===== config.mk =====
export PLATFORM = sky130hd
export DESIGN_NAME = vga_scan_ctrl
export DESIGN_NICKNAME = d
export VERILOG_FILES = /design/src/rtl/vga_scan_ctrl.sv
export SDC_FILE = /design/constraint.sdc
export NUM_CORES = 1
export LEC_CHECK = 0
export CORE_UTILIZATION = 50
export CTS_CLUSTER_SIZE = 8
export DETAILED_ROUTE_END_ITERATION = 8
export PLACE_DENSITY = 0.74
export RECOVER_POWER = 25
export SKIP_CTS_REPAIR_TIMING = 1
export SLEW_MARGIN = 20
export SYNTH_ARGS = -nofsm -noshare
export SYNTH_HDL_FRONTEND = slang
export SYNTH_SLANG_ARGS = --single-unit

===== constraint.sdc =====
create_clock -name clk -period 4.7 [get_ports clk]
set_clock_uncertainty 0.15 [all_clocks]
set_input_delay 0.94 -clock clk [delete_from_list [all_inputs] [get_ports clk]]
set_output_delay 0.94 -clock clk [all_outputs]
set_load 0.01 [all_outputs]

===== src/rtl/vga_scan_ctrl.sv =====
// vga_scan_ctrl
// Scan controller for the text generator. It divides the system clock to the pixel
// rate, runs the horizontal/vertical scan counters and produces the VGA sync and
// blanking signals. It also synchronizes the user switches and republishes them
// only at frame wrap, so colour/mode changes never tear mid-frame.
//
// Ports:
//   clk          in   1   system clock, sole clock domain
//   reset        in   1   synchronous, active-high reset
//   sw_in        in   3   raw switches {sw3, sw2, sw1}, asynchronous
//   p_tick       out  1   one-clk pulse per pixel period
//   pixel_x      out  10  horizontal position, 0..H_TOTAL-1
//   pixel_y      out  10  vertical position, 0..V_TOTAL-1
//   video_on     out  1   high inside the visible area
//   hsync        out  1   horizontal sync, active low
//   vsync        out  1   vertical sync, active low
//   frame_start  out  1   one-clk pulse on the last pixel tick of a frame
//   sw_cfg       out  3   synchronized switches, updated only at frame wrap
//
// DIV must be at least 2 so that the prescaler reset value does not look like a tick.
// H_TOTAL and V_TOTAL must not exceed 1024 (10-bit counters).

module vga_scan_ctrl #(
    parameter int unsigned DIV       = 4,
    parameter int unsigned H_DISPLAY = 640,
    parameter int unsigned H_FRONT   = 16,
    parameter int unsigned H_SYNC    = 96,
    parameter int unsigned H_BACK    = 48,
    parameter int unsigned V_DISPLAY = 480,
    parameter int unsigned V_FRONT   = 10,
    parameter int unsigned V_SYNC    = 2,
    parameter int unsigned V_BACK    = 33
) (
    input  logic       clk,
    input  logic       reset,
    input  logic [2:0] sw_in,
    output logic       p_tick,
    output logic [9:0] pixel_x,
    output logic [9:0] pixel_y,
    output logic       video_on,
    output logic       hsync,
    output logic       vsync,
    output logic       frame_start,
    output logic [2:0] sw_cfg
);

    localparam int unsigned H_TOTAL = H_DISPLAY + H_FRONT + H_SYNC + H_BACK;
    localparam int unsigned V_TOTAL = V_DISPLAY + V_FRONT + V_SYNC + V_BACK;
    localparam int unsigned DIV_W   = $clog2(DIV);

    localparam logic [DIV_W-1:0] DIV_LAST = DIV_W'(DIV - 1);
    localparam logic [9:0]       H_LAST   = 10'(H_TOTAL - 1);
    localparam logic [9:0]       V_LAST   = 10'(V_TOTAL - 1);
    localparam logic [9:0]       H_VIS    = 10'(H_DISPLAY);
    localparam logic [9:0]       V_VIS    = 10'(V_DISPLAY);
    localparam logic [9:0]       HS_FIRST = 10'(H_DISPLAY + H_FRONT);
    localparam logic [9:0]       HS_LAST  = 10'(H_DISPLAY + H_FRONT + H_SYNC - 1);
    localparam logic [9:0]       VS_FIRST = 10'(V_DISPLAY + V_FRONT);
    localparam logic [9:0]       VS_LAST  = 10'(V_DISPLAY + V_FRONT + V_SYNC - 1);

    // State
    logic [DIV_W-1:0] r_div_cnt;
    logic [9:0]       r_h_cnt;
    logic [9:0]       r_v_cnt;
    logic             r_hsync;
    logic             r_vsync;
    logic             r_video_on;
    logic [2:0]       r_sync1;
    logic [2:0]       r_sync2;
    logic [2:0]       r_sw_cfg;

    // Combinational helpers
    logic [DIV_W-1:0] w_div_next;
    logic             w_p_tick;
    logic             w_h_last;
    logic             w_v_last;
    logic [9:0]       w_h_next;
    logic [9:0]       w_v_next;
    logic             w_frame_start;
    logic             w_hsync_next;
    logic             w_vsync_next;
    logic             w_video_on_next;

    assign w_p_tick   = (r_div_cnt == DIV_LAST);
    assign w_div_next = w_p_tick ? '0 : r_div_cnt + 1'b1;
    assign w_h_last   = (r_h_cnt == H_LAST);
    assign w_v_last   = (r_v_cnt == V_LAST);

    // Gated by reset so a wrap coinciding with reset never reports a frame.
    assign w_frame_start = w_p_tick & w_h_last & w_v_last & ~reset;

    always_comb begin
        w_h_next = r_h_cnt;
        w_v_next = r_v_cnt;
        if (w_p_tick) begin
            if (w_h_last) begin
                w_h_next = '0;
                w_v_next = w_v_last ? '0 : r_v_cnt + 10'd1;
            end else begin
                w_h_next = r_h_cnt + 10'd1;
            end
        end
    end

    // Sync/blank are decoded from the next counter values and registered, which keeps
    // them on the same edge as pixel_x/pixel_y rather than one pixel late.
    always_comb begin
        w_hsync_next    = !((w_h_next >= HS_FIRST) && (w_h_next <= HS_LAST));
        w_vsync_next    = !((w_v_next >= VS_FIRST) && (w_v_next <= VS_LAST));
        w_video_on_next = (w_h_next < H_VIS) && (w_v_next < V_VIS);
    end

    always_ff @(posedge clk) begin
        if (reset) begin
            r_div_cnt  <= '0;
            r_h_cnt    <= '0;
            r_v_cnt    <= '0;
            r_hsync    <= 1'b1;
            r_vsync    <= 1'b1;
            r_video_on <= 1'b0;
            r_sync1    <= '0;
            r_sync2    <= '0;
            r_sw_cfg   <= '0;
        end else begin
            r_div_cnt  <= w_div_next;
            r_h_cnt    <= w_h_next;
            r_v_cnt    <= w_v_next;
            r_hsync    <= w_hsync_next;
            r_vsync    <= w_vsync_next;
            r_video_on <= w_video_on_next;
            r_sync1    <= sw_in;
            r_sync2    <= r_sync1;
            // Config only moves at frame wrap; new value is live from pixel (0,0).
            if (w_frame_start) begin
                r_sw_cfg <= r_sync2;
            end
        end
    end

    assign p_tick      = w_p_tick;
    assign pixel_x     = r_h_cnt;
    assign pixel_y     = r_v_cnt;
    assign video_on    = r_video_on;
    assign hsync       = r_hsync;
    assign vsync       = r_vsync;
    assign frame_start = w_frame_start;
    assign sw_cfg      = r_sw_cfg;

endmodule

==> results.ini <==
[cells_and_area]
area_growth_pct=22.0
mostFrequentLayoutCells=dfxtp_1, clkdlybuf4s50_1, nand2_1
design_area_mm2=0.00212
drive_gt1_frac=0.0925
layout_commonest_cell=dfxtp_1
nets=235
antenna_cells=0

[setup_path]
cp_slowest_cell=clkbuf_1
worstPathRequired_ns=3.61
cp_num_cells=4
crit_fanout=26
cpPeakStageDelay_ns=0.84
crit_chain=dlygate4sd3_1 -> clkbuf_1 -> nor2_1 -> clkdlybuf4s50_1
crit_buf_inv=3
r2r_cells=6
start_kind=primary input
critPathArrivalTime_ns=2.92
cp-end-kind=primary output
crit_type=in2out
cpLargestDelayFamily=buffers and inverters

[global_route]
grt_pass1_wl_mm=6.04
grt_pass1_vias=1318
gr-total-overflow=0
grt_antenna_before_repair=0
grt_max_degree=27
grt_usage=0.223

[timing]
hold_viol=0
slew_viol_final=0
tightestPinTransition_ns=1.14
setup-violations-final=0
fin_ws_ns=0.690
relSlewSlack=0.241
timing.final.crit_share=0.853
fmax_ghz=0.249
tns_ns=0
period_needed_ns=4.01
holdWs_ns=0.281
rsz0062_at_grt=false

[clock_tree]
cts_made_buffers=5
cts_buffer_depth=2
clkTransAtPathRegs_ns=0.10
cts-root-buf=clkbuf_4
cts_max_level=2
cts_tree=built
clock_latency_ns=0.34
cts_sinks=34

[die]
io_pins=33
start_util=0.521
dieHeight_um=61.0
die_width_um=61.0
rows=21
design.die.area_mm2=0.00372
coreArea_mm2=0.00334

[detailed_routing]
wl_per_cell_um=13.8
viasPerCell=5.70
first_pass_iters=4
drc=0
ant_nets=0
vias=1557
drt-initial-drc-count=75
wl_mm=3.78

[yosys]
ys_types=48
avgSynthCellArea_um2=8.91
syn-cell-area_mm2=0.00174
synth_edf_count=0
async_reset_ff_frac=0
syn_inst=195
synth-main-ff-cell=dfxtp_1
syn_nets=204
ys_seq_area_frac=0.392
synth_seq_cells=34
yosys_warnings=0

[worst_hold_path]
hold_depth=1
hold_class=reg2reg

[power]
total_power_mw=0.495
peakVddDrop_v=0.000199
sw_frac_of_total=0.238
p_switching_mw=0.118
p_int_mw=0.377
power_density_mw_per_mm2=233
leakagePower_nw=0.711
combPwrFrac=0.044
clkPwrFrac=0.357
seqPwrFrac=0.599

[place]
place.gp.congestion=0.866
dp_slack_ns=1.38
dp_hpwl_mm=2.80
numPortBuffers=32
dpl_cell_area_mm2=0.00206

[run]
cap_violations=0

[run_status]
status=completed

-- cells by family (layout without fill, tap and decap cells) --
logic type                 after synthesis  after routing  share of synthesized area
muxes                                    2              2                     0.0115
DFF                                     34             34                      0.392
and+or+nand+nor                        101            101                      0.343
AOI/OAI and AO/OA                       21             21                     0.0886
adders and majority gates                4              4                     0.0288
buffers and inverters                   16             48                     0.0511
xor gates and xnor gates                17             17                     0.0857
-- metal layers --
layer  part of all wire  track usage  vias to the layer above
met1               0.45        0.297                      750
met4             0.0087       0.0747                        0
met2               0.49        0.338                       48
met3              0.051       0.0746                        4
li1                   -            -                      755
met5                  0            0                        -
-- worst register-to-register path, delay by kind of cell (launching register included) --
kind                       cells  cell delay (ns)
and+or+nand+nor                4             1.06
adders and majority gates      1             0.36
DFF                            1             0.34
AOI/OAI and AO/OA              1             0.24
-- synth_stat cells, drive strengths merged, types with 2 or more instances --
| cell type | number | area share |
|---|---|---|
| o31ai | 2 | 0.0086 |
| nor2 | 20 | 0.043 |
| nand2 | 21 | 0.045 |
| a21oi | 9 | 0.026 |
| clkbuf | 3 | 0.0065 |
| nor3 | 12 | 0.037 |
| nor2b | 6 | 0.022 |
| dfxtp | 34 | 0.39 |
| inv | 7 | 0.015 |
| o21bai | 2 | 0.0086 |
| buf | 6 | 0.030 |
| and2 | 2 | 0.0079 |
| xnor2 | 12 | 0.060 |
| xor2 | 5 | 0.025 |
| nand4 | 9 | 0.040 |
| or4 | 3 | 0.015 |
| nor4 | 6 | 0.025 |
| ha | 4 | 0.029 |
| and3 | 3 | 0.012 |
| mux2i | 2 | 0.012 |
| nor4b | 2 | 0.022 |
| nand3 | 8 | 0.023 |
-- path summary, 6_finish.rpt --
| kind | start | end | slack, ns |
|---|---|---|---|
| setup reg to reg | r_div_cnt[0] | video_on | 2.40 |
| setup / recovery | reset | frame_start | 0.69 |
| hold reg to reg | r_div_cnt[0] | r_div_cnt[0] | 0.28 |
| hold / removal | r_div_cnt[0] | r_div_cnt[0] | 0.28 |
-- sequential cells by signal, indices dropped and copies added, names as in the netlist --
register   cells
sw_cfg         3
video_on       1
r_sync2        3
r_div_cnt      2
vsync          1
pixel_x       10
r_sync1        3
hsync          1
pixel_y       10
-- power groups by stage --
stage / Clock [mW] / Sequential [mW] / Combinational [mW]
after floorplan: 0 / 0.303 / 0.0128
after global placement: 0 / 0.302 / 0.0219
after detailed placement: 0 / 0.303 / 0.0224
after CTS: 0.179 / 0.296 / 0.0224
after global routing: 0.192 / 0.297 / 0.0238
final: 0.177 / 0.296 / 0.0217
-- metrics by stage --
| step | std cells | utilization |
|---|---|---|
| 2_1_floorplan | 195 | - |
| 3_3_place_gp | 265 | 0.618 |
| 3_5_place_dp | 265 | 0.618 |
| 4_1_cts | 273 | 0.637 |
| 5_1_grt | 273 | 0.636 |
| 6_report | 273 | 0.636 |
-- final cells by class --
| cell class | count | area (um2) |
|---|---|---|
| Clock buffer | 6 | 51.3 |
| Clock inverter | 2 | 12.5 |
| Fill cell | 307 | 1220 |
| Inverter | 7 | 26.3 |
| Multi-Input combinational cell | 145 | 968 |
| Sequential cell | 34 | 681 |
| Tap cell | 46 | 57.6 |
| Timing Repair Buffer | 33 | 324 |
Power figures use the tool's default switching activity.
